==> src/rtl/regfile_write_scheduler_pkg.sv <==
// Shared register-file geometry and requester count for the writeback scheduler.
package regfile_write_scheduler_pkg;
   localparam int REG_AW = 5;
   localparam int REG_DW = 32;
   localparam logic [REG_AW-1:0] REG_ZERO = 5'd0;
   localparam int NUM_WB_REQ = 3;
endpackage

==> src/rtl/regfile_write_scheduler_rr_pick2.sv <==
// Combinational round-robin picker: first two eligible requesters from rr_i,
// never granting port B to the register already granted to port A.
module regfile_write_scheduler_rr_pick2
   import regfile_write_scheduler_pkg::*;
#(
   parameter int NREQ = NUM_WB_REQ,
   parameter int AW   = REG_AW,
   parameter int IW   = $clog2(NREQ)
) (
   input  logic [NREQ-1:0]    elig_i,
   input  logic [IW-1:0]      rr_i,
   input  logic [NREQ*AW-1:0] addr_i,
   output logic [NREQ-1:0]    grant_a_o,
   output logic [NREQ-1:0]    grant_b_o,
   output logic               valid_a_o,
   output logic               valid_b_o,
   output logic [IW-1:0]      rr_next_o
);
   localparam logic [IW:0] NREQ_C = (IW+1)'(NREQ);

   logic [AW-1:0] addr_s [NREQ];
   logic [NREQ-1:0] ga_s;
   logic [NREQ-1:0] gb_s;
   logic            va_s;
   logic            vb_s;
   logic [IW-1:0]   rr_nx_s;

   // Unpack the flat address bus into one entry per requester.
   always_comb begin
      for (int k = 0; k < NREQ; k++) begin
         addr_s[k] = addr_i[k*AW +: AW];
      end
   end

   // Walk requesters in rotated order and take the first two with distinct targets.
   always_comb begin
      logic [IW:0]   pos_s;
      logic [IW:0]   nxt_s;
      logic [IW-1:0] idx_s;
      logic [AW-1:0] addr_a_s;
      ga_s     = '0;
      gb_s     = '0;
      va_s     = 1'b0;
      vb_s     = 1'b0;
      rr_nx_s  = rr_i;
      addr_a_s = '0;
      pos_s    = '0;
      nxt_s    = '0;
      idx_s    = '0;
      for (int i = 0; i < NREQ; i++) begin
         pos_s = {1'b0, rr_i} + (IW+1)'(i);
         pos_s = (pos_s >= NREQ_C) ? (pos_s - NREQ_C) : pos_s;
         idx_s = pos_s[IW-1:0];
         nxt_s = ((pos_s + (IW+1)'(1)) >= NREQ_C) ? '0 : (pos_s + (IW+1)'(1));
         if (!elig_i[idx_s] || vb_s) begin
            va_s = va_s;
         end else if (!va_s) begin
            ga_s[idx_s] = 1'b1;
            va_s        = 1'b1;
            addr_a_s    = addr_s[idx_s];
            rr_nx_s     = nxt_s[IW-1:0];
         end else if (addr_s[idx_s] != addr_a_s) begin
            gb_s[idx_s] = 1'b1;
            vb_s        = 1'b1;
            rr_nx_s     = nxt_s[IW-1:0];
         end else begin
            // Same register as port A: this requester waits a cycle.
            vb_s = 1'b0;
         end
      end
   end

   assign grant_a_o = ga_s;
   assign grant_b_o = gb_s;
   assign valid_a_o = va_s;
   assign valid_b_o = vb_s;
   assign rr_next_o = rr_nx_s;
endmodule

==> src/rtl/regfile_write_scheduler.sv <==
// Shares the register file's two write ports among NREQ writeback requesters,
// staging granted writes for one cycle and exposing a per-register busy vector.
module regfile_write_scheduler
   import regfile_write_scheduler_pkg::*;
#(
   parameter int NREQ = NUM_WB_REQ,
   parameter int AW   = REG_AW,
   parameter int DW   = REG_DW
) (
   input  logic                CLK,
   input  logic                RESET,
   input  logic [NREQ-1:0]     REQ_V,
   input  logic [NREQ*AW-1:0]  REQ_ADDR,
   input  logic [NREQ*DW-1:0]  REQ_DATA,
   output logic [NREQ-1:0]     REQ_RDY,
   output logic                MRWEA,
   output logic [AW-1:0]       WAA,
   output logic [DW-1:0]       INA,
   output logic                MRWEB,
   output logic [AW-1:0]       WAB,
   output logic [DW-1:0]       INB,
   output logic [(2**AW)-1:0]  BUSY
);
   localparam int IW   = $clog2(NREQ);
   localparam int NREG = 2**AW;

   logic [NREQ-1:0] elig_s;
   logic [NREQ-1:0] drop_s;
   logic [NREQ-1:0] grant_a_s;
   logic [NREQ-1:0] grant_b_s;
   logic            valid_a_s;
   logic            valid_b_s;
   logic [IW-1:0]   rr_next_s;

   logic [IW-1:0]   rr_q,  rr_d;
   logic            wea_q, wea_d;
   logic [AW-1:0]   waa_q, waa_d;
   logic [DW-1:0]   ina_q, ina_d;
   logic            web_q, web_d;
   logic [AW-1:0]   wab_q, wab_d;
   logic [DW-1:0]   inb_q, inb_d;
   logic [NREG-1:0] busy_s;

   // Register 0 writes are accepted and dropped; everything else competes for a port.
   always_comb begin
      elig_s = '0;
      drop_s = '0;
      for (int k = 0; k < NREQ; k++) begin
         if (!REQ_V[k]) begin
            drop_s[k] = 1'b0;
         end else if (REQ_ADDR[k*AW +: AW] == AW'(REG_ZERO)) begin
            drop_s[k] = 1'b1;
         end else begin
            elig_s[k] = 1'b1;
         end
      end
   end

   regfile_write_scheduler_rr_pick2 #(
      .NREQ (NREQ),
      .AW   (AW),
      .IW   (IW)
   ) u_pick (
      .elig_i    (elig_s),
      .rr_i      (rr_q),
      .addr_i    (REQ_ADDR),
      .grant_a_o (grant_a_s),
      .grant_b_o (grant_b_s),
      .valid_a_o (valid_a_s),
      .valid_b_o (valid_b_s),
      .rr_next_o (rr_next_s)
   );

   assign REQ_RDY = RESET ? (drop_s | grant_a_s | grant_b_s) : '0;

   // Steer the granted requesters onto the port staging registers; idle ports hold address/data.
   always_comb begin
      wea_d = valid_a_s;
      web_d = valid_b_s;
      waa_d = waa_q;
      ina_d = ina_q;
      wab_d = wab_q;
      inb_d = inb_q;
      rr_d  = rr_next_s;
      for (int k = 0; k < NREQ; k++) begin
         if (grant_a_s[k]) begin
            waa_d = REQ_ADDR[k*AW +: AW];
            ina_d = REQ_DATA[k*DW +: DW];
         end else begin
            waa_d = waa_d;
         end
         if (grant_b_s[k]) begin
            wab_d = REQ_ADDR[k*AW +: AW];
            inb_d = REQ_DATA[k*DW +: DW];
         end else begin
            wab_d = wab_d;
         end
      end
   end

   // Staging registers and round-robin pointer; reset discards any staged write.
   always_ff @(posedge CLK or negedge RESET) begin
      if (!RESET) begin
         rr_q  <= '0;
         wea_q <= 1'b0;
         waa_q <= '0;
         ina_q <= '0;
         web_q <= 1'b0;
         wab_q <= '0;
         inb_q <= '0;
      end else begin
         rr_q  <= rr_d;
         wea_q <= wea_d;
         waa_q <= waa_d;
         ina_q <= ina_d;
         web_q <= web_d;
         wab_q <= wab_d;
         inb_q <= inb_d;
      end
   end

   // Busy decode straight from the staged registers.
   always_comb begin
      busy_s = '0;
      if (wea_q) begin
         busy_s[waa_q] = 1'b1;
      end else begin
         busy_s = busy_s;
      end
      if (web_q) begin
         busy_s[wab_q] = 1'b1;
      end else begin
         busy_s = busy_s;
      end
      busy_s[0] = 1'b0;
   end

   assign MRWEA = wea_q;
   assign WAA   = waa_q;
   assign INA   = ina_q;
   assign MRWEB = web_q;
   assign WAB   = wab_q;
   assign INB   = inb_q;
   assign BUSY  = busy_s;
endmodule

==> config.mk <==
export PLATFORM = sky130hd
export DESIGN_NAME = regfile_write_scheduler
export DESIGN_NICKNAME = d
export VERILOG_FILES = /design/src/rtl/regfile_write_scheduler_pkg.sv /design/src/rtl/regfile_write_scheduler_rr_pick2.sv /design/src/rtl/regfile_write_scheduler.sv
export SDC_FILE = /design/constraint.sdc
export NUM_CORES = 1
export LEC_CHECK = 0
export CELL_PAD_IN_SITES_DETAIL_PLACEMENT = 0
export CELL_PAD_IN_SITES_GLOBAL_PLACEMENT = 1
export CORE_ASPECT_RATIO = 0.7
export CORE_UTILIZATION = 35
export CTS_CLUSTER_SIZE = 25
export DETAILED_ROUTE_END_ITERATION = 6
export HOLD_SLACK_MARGIN = 0.02
export PLACE_DENSITY_LB_ADDON = 0.1
export SETUP_SLACK_MARGIN = 0.4
export SYNTH_ARGS = -nofsm -noshare
export SYNTH_HDL_FRONTEND = slang
export SYNTH_SLANG_ARGS = --single-unit
==> constraint.sdc <==
create_clock -name CLK -period 7.3 [get_ports CLK]
set_input_delay 1.095 -clock CLK [delete_from_list [all_inputs] [get_ports CLK]]
set_output_delay 1.095 -clock CLK [all_outputs]
set_load 0.1 [all_outputs]
==> results.py, run 1 <==
metrics = {
    "synthesis": {
        "synth_edf_count": 0,
        "ys_types": 67,
        "postSynthAreaPerCell_um2": 8.60,
        "syn-num-nets": 790,
        "netlist_area_um2": 5760,
        "synth_cells": 670,
        "yosys_warnings": 0,
        "ys.flop_type": "dfrtp_1",
        "synth-seq-cells": 78,
        "async_flop_share": 1.00,
        "seq_area_frac_synth": 0.339,
    },
    "timing": {
        "finalSetupViolations": 0,
        "hold_slack_ns": 0.476,
        "slew_headroom": 0.267,
        "rsz0062_at_grt": "false",
        "fin_skew_ns": 0.00714,
        "worst_slew_pin_slew_ns": 1.10,
        "fin_crit_ns": 6.08,
        "fin_crit_sh": 0.833,
        "max_freq_mhz": 164,
        "drv_slew": 0,
        "setup-tns-final_ns": 0,
        "finalHoldViolCount": 0,
    },
    "die": {
        "core_um2": 15800,
        "initial_utilization": 0.365,
        "die_y_um": 109,
        "io_pins": 227,
        "rows": 38,
        "dieArea_um2": 17000,
        "die_w_um": 155,
    },
    "clock_tree": {
        "clk_latency_ns": 0.33,
        "cts_hold_buf": 0,
        "cts_tree": "built",
        "cts-root-buf": "clkbuf_16",
        "cts_made_buffers": 9,
        "cts.sink_count": 78,
        "cts.clk_slew.worst_paths_ns": 0.06,
        "ctsLongestPathBuffers": 2,
        "htreeDepth": 3,
        "cts_setup_buffers": 0,
        "cts-resized-gates": 0,
    },
    "routing": {
        "drc": 0,
        "firstDrtPassIters": 5,
        "avgRoutedWirePerCell_um": 19.7,
        "drt_iter0_markers": 388,
        "wl_met2_um": 9760,
        "highest-signal-layer": "met4",
        "wirelength_um": 21200,
        "final_antenna_net_count": 0,
        "wl_met3_um": 1560,
        "num_vias": 6102,
        "via_per_inst": 5.66,
        "wirelength_met1_um": 9650,
    },
    "worst_setup_path": {
        "cp-end-kind": "output pin",
        "critPathMaxStageDelay_ns": 0.66,
        "cp_max_fo": 20,
        "path_cells": "clkdlybuf4s50_1 -> or4_1 -> o21ai_1 -> o221ai_2 -> and2_4 -> a2111oi_4 -> nand4_1 -> o21ai_2 -> o22ai_4 -> o31a_1 -> buf_4",
        "start_kind": "input port",
        "cp_data_arrival_time_ns": 4.99,
        "critPathKind": "input port to output pin",
        "rr_startpoint": "rr_q[1]",
        "cp.required_ns": 6.20,
        "worst_path_max_delay_cell": "or4_1",
        "crit_start": "REQ_ADDR[2]",
    },
    "place": {
        "portBuffers": 225,
        "place.gp.congestion": 0.867,
        "hpwl_um": 15000,
    },
    "run": {
        "max-cap-violations": 0,
    },
    "grt": {
        "grt_pass1_vias": 5771,
        "gr-total-overflow": 0,
        "antenna_found_initial": 0,
        "grt_max_degree": 76,
        "grt_pass1_wl_um": 32200,
        "track_usage": 0.243,
    },
    "cells_and_area": {
        "antenna_cells": 0,
        "fin_nets": 973,
        "drive_gt1_frac": 0.0664,
        "area_growth_pct": 44.8,
    },
    "outcome": {
        "outcome": "complete, no violations",
    },
    "min_path": {
        "min_path_type": "register to register",
        "hp-start": "INA[4]",
    },
}
[registers in the layout, indices dropped and copies added (netlist names)]
signal and cells:
MRWEA 1, WAA 5, INB 32, WAB 5, MRWEB 1, INA 32
rr_q 2
[layout make-up]
cell class,count,area [um^2]
Timing Repair Buffer,233,2300
Clock inverter,7,55.1
Fill cell,1449,7440
Multi-Input combinational cell,522,3500
Clock buffer,9,225
Tap cell,220,275
Sequential cell,78,1950
Inverter,9,33.8
[worst max-delay path: cells and delay by family]
family	cells	cell delay (ns)
AND/OR/NAND/NOR	3	1.27
AO/OA/AOI/OAI	6	1.81
buffers and inverters	2	0.81
[per-layer routing]
layer | vias to the layer above | global-route usage
met5 | - | 0
met4 | 0 | 0.0553
met3 | 16 | 0.0493
met2 | 240 | 0.395
met1 | 2957 | 0.333
li1 | 2889 | -
[layout by cell type, fill, tap and decap left out, types with 6 or more instances in the layout]
cell and instances:
dfrtp_1 78, o21ai_0 43, nand3_1 6, inv_1 9, o22ai_1 70, a21oi_1 84
buf_4 12, clkbuf_16 9, o2bb2ai_1 8, clkdlybuf4s50_1 221, mux2i_1 90, nor2_1 53
nand2_1 56, o21ai_1 7, nand3b_1 10
[worst paths after layout]
kind | endpoint | slack, ns | cells after the start
worst max-delay path | REQ_RDY[1] | 1.22 | 11
worst min-delay path | INA[4] | 0.48 | 2
worst max register to register | INB[12] | 2.05 | 14
worst min register to register | INA[4] | 0.48 | 2
max in group asynchronous | INB[0] | 5.53 | 2
min in group asynchronous | INA[14] | 0.71 | 1
[kinds of logic after synthesis]
group                      count (synthesis)  share of synthesized area
buffers and inverters                     70                     0.0636
and+or+nand+nor                          153                      0.124
adders and majority gates                  4                    0.00868
AOI/OAI and AO/OA                        263                      0.290
muxes                                     95                      0.166
DFF                                       78                      0.339
xor gates and xnor gates                   6                    0.00912
other                                      1                   0.000651
[cells in the mapped netlist, types with 2 or more instances]
cell	count	area, um^2
o22a_1	2	17.5
buf_2	11	55.1
o21a_1	3	22.5
nor2b_1	5	31.3
a31oi_1	2	12.5
ha_1	4	50.1
buf_4	5	37.5
clkbuf_1	31	116
o2bb2ai_1	8	70.1
a221oi_1	3	26.3
or3b_2	4	35.0
mux2_2	5	56.3
or3_1	2	12.5
a211oi_1	2	15.0
o2111a_1	2	22.5
nand3b_1	10	75.1
o211ai_1	4	30.0
o21ai_0	44	220
nand2_1	56	210
xnor2_1	5	43.8
dfrtp_1	78	1950
a22oi_1	5	37.5
nor3_1	5	25.0
a21oi_1	84	420
or4_4	2	22.5
nor2_1	53	199
o21ai_1	8	40.0
o22ai_1	70	438
mux2i_1	90	901
nand3_1	6	30.0
buf_6	8	90.1
buf_1	5	18.8
o31a_1	2	17.5
inv_1	9	33.8
a2bb2oi_1	5	43.8
[metrics by stage]
| stage | cell area (um^2) | instances | setup slack, ns | utilization |
|---|---|---|---|---|
| global placement | 8060 | 1062 | 1.40 | 0.511 |
| finish | 8340 | 1078 | 1.22 | 0.529 |
| detailed placement | 8060 | 1062 | 1.26 | 0.511 |
| CTS | 8340 | 1078 | 1.27 | 0.529 |
| global route | 8340 | 1078 | 0.926 | 0.529 |
| floorplan | 5760 | 670 | 0.912 | - |
Power of run 1 is not shown: default switching activity piles up to over one toggle a cycle in this logic, so the estimate is an artifact.
==> run 2, diff against run 1 <==
CORE_UTILIZATION = 29   (was 35)
clock period = 5 ns   (was 7.3 ns; I/O delays follow)
==> results.py, run 2 (same netlist as run 1, synthesis figures left out) <==
metrics = {
    "outcome": {
        "outcome": "complete, no violations",
    },
    "clock_tree": {
        "clk_latency_ns": 0.33,
        "cts-root-buf": "clkbuf_16",
        "cts_tree": "built",
        "cts_made_buffers": 9,
        "htreeDepth": 3,
        "ctsLongestPathBuffers": 2,
        "cts.clk_slew.worst_paths_ns": 0.06,
        "cts.sink_count": 78,
        "cts_hold_buf": 0,
    },
    "timing": {
        "drv_slew": 0,
        "finalSetupViolations": 0,
        "setup-tns-final_ns": 0,
        "max_freq_mhz": 222,
        "rsz0062_at_grt": "true",
        "fin_crit_sh": 0.903,
        "fin_skew_ns": 0.00869,
        "fin_crit_ns": 4.51,
        "slew_headroom": 0.297,
        "finalHoldViolCount": 0,
        "worst_slew_pin_slew_ns": 1.05,
    },
    "routing": {
        "wirelength_um": 22700,
        "firstDrtPassIters": 5,
        "drt_iter0_markers": 365,
        "via_per_inst": 5.31,
        "num_vias": 6139,
        "drc": 0,
        "avgRoutedWirePerCell_um": 19.7,
        "final_antenna_net_count": 0,
    },
    "place": {
        "place.gp.congestion": 0.889,
        "hpwl_um": 16300,
        "portBuffers": 225,
    },
    "grt": {
        "gr-total-overflow": 0,
        "antenna_found_initial": 0,
        "track_usage": 0.220,
        "grt_pass1_wl_um": 34800,
        "grt_max_degree": 75,
        "grt_pass1_vias": 6043,
    },
    "cells_and_area": {
        "fin_nets": 1008,
        "layout_commonest_cell": "clkdlybuf4s50_1",
        "antenna_cells": 0,
        "drive_gt1_frac": 0.118,
        "final_cell_mix": "clkdlybuf4s50_1, mux2i_1, a21oi_1",
        "area_growth_pct": 54.1,
    },
    "worst_setup_path": {
        "start_kind": "input port",
        "cp.required_ns": 4.25,
        "cp_max_fo": 7,
        "critPathKind": "input port to output pin",
        "cp_data_arrival_time_ns": 3.76,
        "cp-end-kind": "output pin",
        "rr_worst_depth": 16,
    },
    "run": {
        "max-cap-violations": 0,
    },
    "die": {
        "io_pins": 227,
        "initial_utilization": 0.300,
        "rows": 42,
        "core_um2": 19200,
        "die_y_um": 120,
        "dieArea_um2": 20400,
        "die_w_um": 170,
    },
    "min_path": {
        "min_path_type": "input port to async pin",
    },
}
run 2: cell types whose count changed in the layout (fill, tap and decap cells not counted), moves of 2 or more:
| cell | before | now |
|---|---|---|
| buf_4 | 12 | 42 |
| clkdlybuf4s50_1 | 221 | 214 |
| buf_12 | 0 | 4 |
| dlymetal6s2s_1 | 0 | 4 |
| dlygate4sd2_1 | 0 | 3 |
| bufinv_16 | 0 | 2 |
| ha_1 | 4 | 2 |
| ha_2 | 0 | 2 |
run 2: per-layer routing:
| layer | vias up | routed length, um | track usage |
|---|---|---|---|
| li1 | 2939 | - | - |
| met1 | 2948 | 11100 | 0.315 |
| met2 | 231 | 9920 | 0.336 |
| met3 | 21 | 1430 | 0.0462 |
| met4 | 0 | 329 | 0.0495 |
| met5 | - | 0 | 0 |
run 2: critical path: stages:
cell and delay, ns:
clkdlybuf4s50_1 0.44, or4_4 0.59, o21ai_4 0.21, o221ai_4 0.17
buf_4 0.18, a211oi_2 0.18, nor2_1 0.11, o311ai_4 0.33
buf_4 0.22, o22ai_4 0.08, o31a_2 0.32, buf_12 0.17
run 2: what timing repair did:
action / CTS / global route
pin swaps: 6 / 9
setup endpoints to repair: 3 / 3
resized for setup: 10 / 16
buffers inserted: 6 / 6
run 2: area by class of cell:
class,count,area (um^2)
clock buffer,11,243
clock inverter,5,81.3
fill,1863,10300
inverter,9,33.8
multi-input combinational,522,3620
sequential,78,1950
tap,264,330
timing repair buffer,268,2630
run 2: final timing paths:
path                                  start         end  slack, ns
min in group CLK                    INA[14]     INA[14]       0.48
worst min-delay path                  RESET     INA[21]       0.37
worst max-delay path            REQ_ADDR[2]  REQ_RDY[1]       0.49
worst max register to register      rr_q[1]      WAB[1]       0.94
max in group asynchronous             RESET      INA[2]       3.59
worst min register to register      INA[14]     INA[14]       0.48
run 2: through the flow:
stage / instance area (um^2) / hold WS [ns] / cells / worst slack, ns / utilization
2_1_floorplan: 5780 / 0.454 / 670 / 0.404 / -
3_3_place_gp: 8360 / 0.462 / 1129 / 0.149 / 0.436
3_5_place_dp: 8360 / 0.470 / 1129 / 0.181 / 0.436
4_1_cts: 8760 / 0.383 / 1151 / 0.387 / 0.457
5_1_grt: 8880 / 0.391 / 1157 / 0.353 / 0.463
6_report: 8880 / 0.374 / 1157 / 0.487 / 0.463
Power of run 2 is left out for the same reason.
==> edit 1, RTL diff (flow settings as in run 1) <==
The package constant `REG_AW` goes from 5 to 4.
--- a/src/rtl/regfile_write_scheduler_pkg.sv
+++ b/src/rtl/regfile_write_scheduler_pkg.sv
@@ -1,6 +1,6 @@
 // Shared register-file geometry and requester count for the writeback scheduler.
 package regfile_write_scheduler_pkg;
-   localparam int REG_AW = 5;
+   localparam int REG_AW = 4;
    localparam int REG_DW = 32;
    localparam logic [REG_AW-1:0] REG_ZERO = 5'd0;
    localparam int NUM_WB_REQ = 3;
Interface: changed (resized BUSY, REQ_ADDR, WAA and WAB); port bits go from 227 to 206. The function was not compared with the original's and may differ.
==> edit 1 against run 1 <==
Final area is 1.8% lower. Routed wire length grew 12%. Critical path type unchanged. Synthesized area rose by 0.72%. Non-clock buffer count shrank 16. Sequential cell count shrank 2. Maximum frequency rose by 10%. Die area up 0.71%. Sequential share of layout area is 0.19 points lower. Worst setup slack better by 0.57 ns.
Power is not shown: default switching activity piles up to over one toggle a cycle in this logic, so the estimate is an artifact.
==> edit 1: results (changes against run 1) <==
fmax=181 MHz (+10%); YS warnings=0 (unchanged); Netlist cell types=62 (-7.5%); Post-Syn Area per Cell=9.27 sq um (+7.8%); Hold Path Depth=1 (-1); GPL Wtd Cong=0.893 (+3.0%); Final Non-Filler Cells=1,011 (-6.2%); Worst-path clk slew=0.06 ns (about the same); Seq/Total Area, Yosys=32.8% (-1.1 points); status=finished clean; clk buf depth=2 (unchanged); gr usage total=27.5% (+3.2 points); Post-synth top flop=dfrtp_1; Worst EP arrival=4.42 ns (-0.57 ns); met3 wire length=2.02 mm (+29%); Setup WS pre-CTS=1.91 ns (+0.650 ns); Avg WL per Cell=23.4 microns (+19%); Hold Path Sink=INA[16]; flop2flop setup slack=2.49 ns (+0.44 ns); Hold Path Class=reg2reg; Fin Clk Skew=0.00869 ns (+0.00156 ns); R2R depth=12 (-2); largest fanout on the critical path=10 (-50%); number of port buffers=204 (-9.3%); Root Buffer=clkbuf_16; Worst Setup EP=REQ_RDY[0]; reg2reg start=rr_q[1]; vias in the first global route=6,263 (+8.5%); most instantiated cells after synthesis=76 x dfrtp_1, 51 x nand2_1, 49 x mux2i_1; worst slew pin tran=1.16 ns (+0.0552 ns); asr flop ratio synth=100% (unchanged); total CTS buffers=9 (unchanged); crit path from=REQ_ADDR[4]; top post-synthesis cells by area=dfrtp_1 33%, mux2i_1 8.5%, a211oi_2 6.5%; largest net degree at the start of global routing=74 (-2.6%); nets@finish=904 (-7.1%); Worst-Skew Late Latency=0.33 ns (about the same); Fin Hold WS=0.512 ns (+0.0352 ns); Detail Placement HPWL=15.3 mm (+1.9%); first-pass GRT wire length=36.0 mm (+12%); setup bufs post-CTS=0 (unchanged); top sig layer=met4; Worst R2R End=INB[28]; Met1 Wirelength=10.8 mm (+12%); Mapped Nets=743 (-5.9%); H-tree lvl count=3 (unchanged); worst hold start=INA[16]; met2 WL=10.5 mm (+7.5%); initial antenna violation count=1 (+1); Initial DRC Count=561 (+45%); via/cell ratio=6.21 (+9.7%); layout cell share with drive strength beyond 1=10.8% (+4.1 points); DP Area=0.00790 sq mm (-2.0%); First-pass DRT Iterations=5 (unchanged)
[edit 1: cell types whose count changed in the layout (fill, tap and decap cells not counted), moves of 8 or more]
cell | run 1 | this run
mux2i_1 | 90 | 49
nor4_1 | 1 | 39
a2bb2oi_1 | 5 | 36
o21ai_0 | 43 | 7
nand2b_1 | 1 | 9
a211oi_2 | 1 | 30
a221o_1 | 0 | 37
o22ai_1 | 70 | 14
clkdlybuf4s50_1 | 221 | 200
nand3b_1 | 10 | 2
a21oi_1 | 84 | 40
nor2_1 | 53 | 41
a211oi_1 | 2 | 10
[edit 1: critical path, stage by stage]
cell	delay (ns)
clkdlybuf4s50_1	0.67
o41ai_4	0.67
nor2_1	0.08
o31ai_1	0.49
a211oi_1	0.16
a31o_2	0.28
a211oi_2	0.30
a22oi_2	0.11
a31oi_1	0.22
buf_4	0.34
[edit 1: per-layer routing]
metal	global-route usage, %	vias to the layer above
met2	40.9	344
met4	8.26	0
li1	-	2770
met3	6.58	34
met5	0.893	-
met1	39.0	3129
[edit 1: cells by family (layout without fill, tap and decap cells)]
| logic type | Yosys count | after routing | synth area share [%] |
|---|---|---|---|
| fa+ha+maj | 4 | 4 | 0.862 |
| xor+xnor | 5 | 5 | 0.755 |
| other cells | 1 | 2 | 0.0646 |
| flops | 76 | 76 | 32.8 |
| simple gates | 186 | 186 | 16.6 |
| mux | 55 | 55 | 9.66 |
| buf+inv | 80 | 244 | 7.03 |
| compound gates | 219 | 219 | 32.3 |
[edit 1: cell type report]
cell class | count | area [sq um]
multi-input combinational | 470 | 3550
timing repair buffer | 217 | 2130
clock inverter | 4 | 51.3
clock buffer | 10 | 239
antenna | 1 | 2.50
tap | 220 | 275
inverter | 13 | 48.8
fill | 1422 | 7640
sequential | 76 | 1900
==> edit 2, RTL diff (flow settings as in run 1) <==
Without the edit above. Reset style: synchronous (`RESET`), changed in one clocked block.
--- a/src/rtl/regfile_write_scheduler.sv
+++ b/src/rtl/regfile_write_scheduler.sv
@@ -99,7 +99,7 @@
    end
 
    // Staging registers and round-robin pointer; reset discards any staged write.
-   always_ff @(posedge CLK or negedge RESET) begin
+   always_ff @(posedge CLK) begin
       if (!RESET) begin
          rr_q  <= '0;
          wea_q <= 1'b0;
Check against the original RTL: differs if RESET is asserted again (counterexample within 4 cycles, from zero or initial values and one cycle with RESET low); with RESET held inactive, the same outputs for 4 cycles.
==> edit 2 against run 1 <==
Final area up 4.6%. Sequential cell count unchanged. Highest routed layer unchanged. Clock skew up 0.0067 ns. Synthesized area up 6.7%. Routed wire length up 15%. Largest cell class unchanged. Worst setup slack worse by 0.17 ns.
Power is left out: the tool's default activity adds up to more than one toggle a clock period on the data nets, which glitch-free logic cannot reach.
==> edit 2: results (changes against run 1) <==
status=finished clean; Post-Syn Area per Cell=8.16 sq um (-5.2%); Initial DRC Count=440 (+13%); number of port buffers=225 (unchanged); via/cell ratio=5.80 (+2.5%); Post-synth top flop=dfxtp_1; Worst EP arrival=5.16 ns (+0.17 ns); family with the most delay on the worst path=compound AO/OA/AOI/OAI gates; asr flop ratio synth=0% (-100 points); setup bufs post-CTS=0 (unchanged); GPL Wtd Cong=0.916 (+5.5%); vias in the first global route=6,660 (+15%); first-pass GRT wire length=38.0 mm (+18%); CP max stage cell=or4_1; Worst-Skew Late Latency=0.34 ns; YS warnings=0 (unchanged); nets@finish=1,044 (+7.3%); initial antenna violation count=0 (unchanged); First-pass DRT Iterations=5 (unchanged); layout cell share with drive strength beyond 1=7.97% (+1.3 points); clk buf depth=2 (unchanged); # fillers=1,647 (+14%); total CTS buffers=9 (unchanged); H-tree lvl count=3 (unchanged); largest net degree at the start of global routing=83 (+9.2%); top post-synthesis cells by area=dfxtp_1 25%, mux2i_1 9.6%, a22oi_1 5.0%; routed wire length=24.4 mm (+15%); most instantiated cells after synthesis=78 x dfxtp_1, 62 x nor2_1, 59 x mux2i_1; number of diodes=0 (unchanged); CTS resizes=0 (unchanged); gr usage total=26.6% (+2.3 points); Mapped Nets=874 (+11%); largest fanout on the critical path=38 (+90%); via count=6,728 (+10%); CP max stage delay=0.67 ns; Hold Path Class=reg2reg; worst slew pin tran=1.03 ns (-0.0744 ns); Netlist cell types=69 (+3.0%); Fin Clk Skew=0.0138 ns (+0.00668 ns); Seq/Total Area, Yosys=25.4% (-8.5 points); dpl cells=1,144 (+7.7%); Worst-path clk slew=0.06 ns (about the same); Root Buffer=clkbuf_16; Detail Placement HPWL=17.0 mm (+13%)
==> edit 2: stage by stage <==
step           area [sq um]  util [%]  hold WS (ns)  setup WS (ns)
2_1_floorplan          6150         -         0.774          0.605
3_5_place_dp           8430      49.1         0.518           1.09
5_1_grt                8730      50.9         0.543          0.859
3_3_place_gp           8430      49.1         0.508           1.19
4_1_cts                8730      50.9         0.527           1.08
6_report               8730      50.9         0.530           1.05
==> edit 2: cell families (layout without fill, tap and decap cells) <==
kind of cell,count (synthesis),after routing,share of synthesized area [%]
AO/OA/AOI/OAI,307,307,38.8
multiplexers,62,62,10.2
AND/OR/NAND/NOR,207,207,16.7
other,1,1,0.0610
XOR/XNOR,4,4,0.570
buffers and inverters,91,266,7.45
adder cells (fa/ha/maj),4,4,0.814
flip-flops,78,78,25.4
==> edit 2: path summary, 6_finish.rpt <==
path,from,to,slack (ns),depth (start not counted)
max,REQ_ADDR[5],REQ_RDY[1],1.05,11
min,INB[30],INB[30],0.53,2
max reg2reg,rr_q[1],INB[13],2.18,13
min reg2reg,INB[30],INB[30],0.53,2
==> edit 2: final cells by class <==
type | instances | area (sq um) | share of cell area, %
inverter | 10 | 37.5 | 0.430
clock inverter | 5 | 56.3 | 0.645
clock buffer | 11 | 243 | 2.78
multi-input combinational | 585 | 4170 | 47.7
sequential | 78 | 1560 | 17.9
timing repair buffer | 240 | 2380 | 27.2
tap | 231 | 289 | 3.31
==> edit 2: layer usage <==
layer / routed length, microns / vias to the layer above / GRT usage, %
li1: - / 3206 / -
met3: 1870 / 20 / 5.87
met2: 10800 / 260 / 42.4
met1: 11500 / 3242 / 36.6
met4: 280 / 0 / 5.52
met5: 0 / - / 0
